**config.mk**
```make
export PLATFORM = sky130hd
export DESIGN_NAME = adc_cmd_sequencer
export DESIGN_NICKNAME = d
export VERILOG_FILES = /design/src/rtl/adc_seq_pkg.sv /design/src/rtl/adc_seq_timeout.sv /design/src/rtl/adc_cmd_sequencer.sv
export SDC_FILE = /design/constraint.sdc
export NUM_CORES = 1
export LEC_CHECK = 0
export CAP_MARGIN = 25
export CORE_ASPECT_RATIO = 1.5
export CORE_UTILIZATION = 51
export CTS_BUF_LIST = sky130_fd_sc_hd__clkbuf_2
export CTS_CLUSTER_SIZE = 10
export DETAILED_ROUTE_END_ITERATION = 10
export PLACE_DENSITY = 0.82
export SETUP_SLACK_MARGIN = 0.05
export SYNTH_ARGS = -nofsm -noshare
export SYNTH_HDL_FRONTEND = slang
export SYNTH_SLANG_ARGS = --single-unit
```
**constraint.sdc**
```tcl
create_clock -name clk_clk -period 3.2 [get_ports clk_clk]
set_clock_uncertainty 0.1 [all_clocks]
set_input_delay 0.48 -clock clk_clk [delete_from_list [all_inputs] [get_ports clk_clk]]
set_output_delay 0.48 -clock clk_clk [all_outputs]
set_load 0.05 [all_outputs]
```
**src/rtl/adc_seq_pkg.sv**
```systemverilog
// adc_seq_pkg: shared FSM state type and sizing helper for the ADC command sequencer
package adc_seq_pkg;
  typedef enum logic [1:0] {IDLE, ISSUE, WAIT} state_e;
  function automatic int slot_w(input int n);
    return (n > 1) ? $clog2(n) : 1;
  endfunction
endpackage

```
**src/rtl/adc_seq_timeout.sv**
```systemverilog
// adc_seq_timeout: response watchdog; cleared on command accept, counts while enabled
module adc_seq_timeout import adc_seq_pkg::*; #(
  parameter int TIMEOUT_CYC = 1024
) (
  input  logic clk,
  input  logic rst,
  input  logic clr_i,
  input  logic en_i,
  output logic expired_o
);
  localparam int CW = slot_w(TIMEOUT_CYC);
  logic [CW-1:0] cnt_q, cnt_d;
  always_comb cnt_d = clr_i ? '0 : (en_i ? cnt_q + 1'b1 : cnt_q);
  always_ff @(posedge clk or posedge rst)
    if (rst) cnt_q <= '0;
    else cnt_q <= cnt_d;
  assign expired_o = en_i && (cnt_q == CW'(TIMEOUT_CYC - 1));
endmodule

```
**src/rtl/adc_cmd_sequencer.sv**
```systemverilog
// adc_cmd_sequencer: round-robin Avalon-ST command source and response sink for the modular ADC
module adc_cmd_sequencer import adc_seq_pkg::*; #(
  parameter int NUM_CH      = 4,
  parameter int FIRST_CH    = 1,
  parameter int CH_W        = 5,
  parameter int DATA_W      = 12,
  parameter int TIMEOUT_CYC = 1024
) (
  input  logic                       clk_clk,
  input  logic                       reset_reset,
  input  logic                       run,
  input  logic                       single,
  input  logic                       err_clr,
  output logic                       cmd_valid,
  output logic [CH_W-1:0]            cmd_channel,
  output logic                       cmd_sop,
  output logic                       cmd_eop,
  input  logic                       cmd_ready,
  input  logic                       rsp_valid,
  input  logic [CH_W-1:0]            rsp_channel,
  input  logic [DATA_W-1:0]          rsp_data,
  output logic                       sample_valid,
  output logic [slot_w(NUM_CH)-1:0]  sample_slot,
  output logic [DATA_W-1:0]          sample_data,
  output logic [NUM_CH*DATA_W-1:0]   results,
  output logic                       sweep_done,
  output logic                       busy,
  output logic                       err_mismatch,
  output logic                       err_timeout
);
  localparam int SW = slot_w(NUM_CH);
  localparam logic [SW-1:0] LAST = SW'(NUM_CH - 1);
  state_e state_q, state_d;
  logic [SW-1:0] slot_q, slot_d, sample_slot_q, sample_slot_d;
  logic [DATA_W-1:0] sample_data_q, sample_data_d;
  logic [NUM_CH*DATA_W-1:0] results_q, results_d;
  logic sample_valid_q, sample_valid_d, sweep_done_q, sweep_done_d;
  logic mm_q, mm_d, to_q, to_d;
  logic accept, take, expired, step;
  logic [CH_W-1:0] exp_ch;
  assign exp_ch = CH_W'(FIRST_CH + int'(slot_q));
  assign accept = (state_q == ISSUE) && cmd_ready;
  assign take = (state_q == WAIT) && rsp_valid;
  assign step = take || expired;
  adc_seq_timeout #(.TIMEOUT_CYC(TIMEOUT_CYC)) u_timeout (
    .clk(clk_clk),
    .rst(reset_reset),
    .clr_i(accept),
    .en_i(state_q == WAIT),
    .expired_o(expired)
  );
  // A response arriving on the expiry cycle counts as a response, not a timeout
  always_comb begin
    state_d = state_q;
    slot_d = slot_q;
    results_d = results_q;
    sample_valid_d = take;
    sample_slot_d = take ? slot_q : sample_slot_q;
    sample_data_d = take ? rsp_data : sample_data_q;
    sweep_done_d = step && (slot_q == LAST);
    mm_d = (take && rsp_channel != exp_ch) || (mm_q && !err_clr);
    to_d = (expired && !rsp_valid) || (to_q && !err_clr);
    if (take) results_d[int'(slot_q)*DATA_W +: DATA_W] = rsp_data;
    if (state_q == IDLE && (run || single)) state_d = ISSUE;
    if (accept) state_d = WAIT;
    if (step) begin
      slot_d = (slot_q == LAST) ? '0 : slot_q + 1'b1;
      state_d = (slot_q != LAST || run) ? ISSUE : IDLE;
    end
  end
  always_ff @(posedge clk_clk or posedge reset_reset)
    if (reset_reset) begin
      state_q <= IDLE;
      slot_q <= '0;
      results_q <= '0;
      sample_valid_q <= 1'b0;
      sample_slot_q <= '0;
      sample_data_q <= '0;
      sweep_done_q <= 1'b0;
      mm_q <= 1'b0;
      to_q <= 1'b0;
    end else begin
      state_q <= state_d;
      slot_q <= slot_d;
      results_q <= results_d;
      sample_valid_q <= sample_valid_d;
      sample_slot_q <= sample_slot_d;
      sample_data_q <= sample_data_d;
      sweep_done_q <= sweep_done_d;
      mm_q <= mm_d;
      to_q <= to_d;
    end
  assign cmd_valid = (state_q == ISSUE);
  assign cmd_sop = cmd_valid;
  assign cmd_eop = cmd_valid;
  assign cmd_channel = cmd_valid ? exp_ch : '0;
  assign busy = (state_q != IDLE);
  assign sample_valid = sample_valid_q;
  assign sample_slot = sample_slot_q;
  assign sample_data = sample_data_q;
  assign results = results_q;
  assign sweep_done = sweep_done_q;
  assign err_mismatch = mm_q;
  assign err_timeout = to_q;
endmodule
```
Yosys cells after proc, flatten, opt, wreduce, memory -nomap -nowiden
Cells that the tools add are included.

Flip-flop bits (word level): 80. Word-level logic and storage cells: 52. Input bits: 24.

$mul: 1. Eq/ne operators: 6. Shift operators: 2. Add/subtract/negate cells: 4. Reduce and logical (&&, ||, !) cells: 20. Muxes and demuxes: 9.

Operators by type and width (number): $bwmux 48 (1); $shift 12x33->48 const A (1); $shiftx 12x33->48 (1); $neg 6->33 (1); $mux 10 (2); $add 10x1->10 const B (1); $eq 10x10->1 const B (1); $logic_and 1x1->1 (9); $mux 2 (4); $logic_or 1x1->1 (5); $ne 5x3->1 (1); $eq 2x2->1 const B (2); $mul 2x2->4 const B (1); $reduce_bool 2->1 (2); $add 1x2->3 const A (1); $mux 3 (1); $reduce_bool 3->1 (1); $add 2x1->2 const B (1); $eq 2x1->1 const B (1); $logic_not 1->1 (2); $logic_not 2->1 (1); $ne 2x2->1 const B (1); $mux 1 (1).

Longest topological paths before layout
Word-level depth: 5. Mapped depth: 8.

Modules after synthesis
A second synthesis with hierarchy kept.

Cell total of the unflattened synthesis: 383. Area, all modules: 3882.5 um2.

Modules (own cells, without submodules): adc_cmd_sequencer (area each 3365.7 um2, cells an instance 332, sequential area each 1751.7 um2, instances 1); adc_seq_timeout (area each 516.7 um2, cells an instance 51, sequential area each 250.2 um2, instances 1).

Worst setup path before layout
No wires, ideal clock.

Path kind: reg2out. Start point: register state_q[0]. End point: output port cmd_channel[0]. Data arrival time: 2.124 ns. Slack: 0.496 ns. Cell stages (with the launch flop): 5. Data required time: 2.620 ns. Path through: dfrtp_1 buf_6 clkbuf_1 nor2b_1 and2_1.

Cells in the longest elaborated chain, start to end: 2.

Ends and longest elaborated chain: from (decl) (RTL line adc_cmd_sequencer.sv:33) `state_e state_q, state_d;`; from (signal assigned) (RTL line adc_cmd_sequencer.sv:83) `state_q <= state_d;`; $eq 2x1->1 (RTL line adc_cmd_sequencer.sv:93) `assign cmd_valid = (state_q == ISSUE);`; net cmd_eop (RTL line adc_cmd_sequencer.sv:17) `output logic cmd_eop,`; $mux 3 (RTL line adc_cmd_sequencer.sv:96) `assign cmd_channel = cmd_valid ? exp_ch : '0;`; to (decl) (RTL line adc_cmd_sequencer.sv:15) `output logic [CH_W-1:0] cmd_channel,`.

The timed path passes the listed nets, and every way through them passes these cells.

Final worst setup path
Start point: register state_q[1]. End point: output port cmd_channel[0].

Cells in the longest elaborated chain, start to end: 2.

Ends and longest elaborated chain (RTL line): $eq 2x1->1 (adc_cmd_sequencer.sv:93); $mux 3 (adc_cmd_sequencer.sv:96).

No other way between the ends.

==> out/results.ini <==
[floorplan]
dieArea_um2 = 8103
fp.coreArea_um2 = 7370
die_w_um = 73.84
chipHeight_um = 109.8
start_util_pct = 53.57
row_count = 38
io_pins = 99

[yosys]
yosysMostFrequentCell = dfrtp_1
synth_ff_type = dfrtp_1
syn_area_per_cell_um2 = 10.64
synth_commonest_cells = 80 x dfrtp_1, 66 x nand2_1, 23 x o21ai_0
yosysTopAreaCell = dfrtp_1
syn_area_um2 = 3948
netlist_instances = 371
yosysUniqueCellTypes = 58
synth_edf_count = 0
ys_seq_area_share_pct = 50.71
synth_top_cell_area_share_pct = 50.71
ys_warn_count = 0
netlist_top_cells_area = dfrtp_1 51%, nand2_1 6.3%, mux2_2 5.1%, o21ai_0 2.9%, ha_1 2.5%
ys_seq_elements = 80
synthArstFlopShare_pct = 100.0

[grt]
antenna_found_initial = 0
grt_max_degree = 40
grt_pass1_vias = 3109
grt_overflow = 0
track_usage_pct = 25.33
grt_pass1_wl_um = 15210

[final_layout]
seq_area_um2 = 2003
drive_above_1_share_pct = 11.59
diodes = 0
multi_input_area_um2 = 1754
instances_no_fill = 566
fin_area_um2 = 5022
fillCellCount = 593
area.growth.synth_to_final_pct = 27.23
utilization_pct = 68.15
final_nets = 493

[setup_path]
crit_chain = nor2b_2 > and2_1 > clkdlybuf4s50_1
crit_type = flop to output port
r2r_end = results[17]
r2r_setup_slack_ps = 640
worstSetupEndpoint = cmd_channel[0]
crit_path_max_fanout = 17
required_ps = 2620
r2r_cells = 5
startpoint = state_q[1]
critPathCaptureType = output port
crit_slowest_cell = clkdlybuf4s50_1
max_stage_delay_ps = 800
worstPathArrival_ps = 2400
r2r-start = slot_q[0]
start_kind = flop

[power_and_ir_drop]
p_leak_uw = 0.002207
p_per_area_nw_per_um2 = 1072
vdd_drop_max_mv = 0.7252
total_power_uw = 5384

[timing]
fin_crit_ps = 2976
max_slew.worst_pin.slew_ps = 679.2
max_clock_freq_mhz = 336.0
setup_violations = 0
finalCritPeriodShare_pct = 93.00
rsz0062_at_grt = no
slew_violations = 0
finalHoldViolCount = 0
tns_ps = 0
slew_headroom_pct = 54.62

[drt]
drt-total-wl_um = 9430
vias = 3206
remaining_drc_errors = 0
drtIter0Drc = 223
firstDrtPassIters = 6
wire_per_inst_um = 16.66
vias_per_cell = 5.664
ant_nets = 0

[clock_network]
clk_latency_ps = 520
cts_buffer_depth = 2
cts_resized = 1
cts-hold-fix-buffers = 0
root_buffer = clkbuf_2
cts_setup_buffers = 0
cts_tree = done
cts-buffers-inserted = 9
htree_levels = 3
cts.sinks = 80
path_clk_slew_ps = 190

[job]
maxCapViolations = 0

[place]
globalplace.congestion = 0.8392
placed_cell_area_um2 = 4940
dp_cells = 550
hpwl_um = 7021
numPortBuffers = 96

[hold_path]
hold_path_class = primary input to async pin

[status]
status = completed

-- critical path: cells and delay by family, from the launching register on --
kind | cells | cell delay [ps]
buffers and inverters | 1 | 800
DFF | 1 | 630
and+or+nand+nor | 2 | 450
-- routing by layer --
layer  up-vias  routed length, um  global-route usage [%]
met5         -                  0                       0
met4         0                372                   13.46
met3        24                454                   5.958
met2        99               4899                   42.66
met1      1576               3704                   29.51
li1       1507                  -                       -
-- cells in the final DEF (no fill, tap or decap), types with 7 or more instances in the layout --
cell / n
and3b_1: 9
o21ai_0: 23
clkdlybuf4s50_1: 94
dfrtp_1: 79
nor2_1: 7
clkbuf_2: 10
nand3_1: 14
o21ai_1: 17
inv_1: 11
ha_1: 8
mux2_2: 18
nand2_1: 66
-- logic make-up (layout without fill, tap and decap cells) --
| logic type | after synthesis | count (layout) | synth area share (%) |
|---|---|---|---|
| and+or+nand+nor | 140 | 140 | 20.54 |
| DFF | 80 | 80 | 50.71 |
| AOI/OAI and AO/OA | 79 | 79 | 13.79 |
| buffers and inverters | 36 | 130 | 5.008 |
| muxes | 24 | 24 | 6.656 |
| adders and majority gates | 8 | 8 | 2.536 |
| xor gates and xnor gates | 3 | 3 | 0.6657 |
| other | 1 | 2 | 0.09500 |
-- registers in the layout, indices dropped and copies added (netlist names) --
signal	cells
err_timeout	1
err_mismatch	1
sample_valid	1
results	48
sweep_done	1
sample_data	12
state_q	2
u_timeout.cnt_q	10
sample_slot	2
slot_q	2
-- worst min path at each step --
stage                             from                  to  slack (ps)  cells after the start
floorplan           u_timeout.cnt_q[8]  u_timeout.cnt_q[8]         360                      1
global placement            results[2]          results[2]         360                      2
detailed placement          results[5]          results[5]         360                      2
CTS                        reset_reset  u_timeout.cnt_q[8]           4                      2
global route               reset_reset  u_timeout.cnt_q[8]           4                      2
finish                     reset_reset  u_timeout.cnt_q[8]          40                      2
-- power by group --
group          total, uW  switching, uW  leakage, uW  internal (uW)
Combinational       3340           2150      0.00109           1190
Clock                419            325    0.0000580           94.2
Sequential          1620            274      0.00106           1350
-- through the flow --
stage	hold WS [ps]	setup WS, ps
after CTS	4.385	83.52
after floorplan	359.0	495.6
after global placement	355.9	714.3
after global routing	3.780	60.77
final	41.27	224.1
after detailed placement	360.7	654.4
-- cell type report --
cell class	instances	area share [%]
Multi-Input combinational cell	256	34.93
Tap cell	100	2.491
Clock buffer	10	0.9965
Inverter	12	0.8969
Sequential cell	80	39.89
Clock inverter	6	0.5232
Timing Repair Buffer	102	20.28
(Power assumes the default switching activity.)
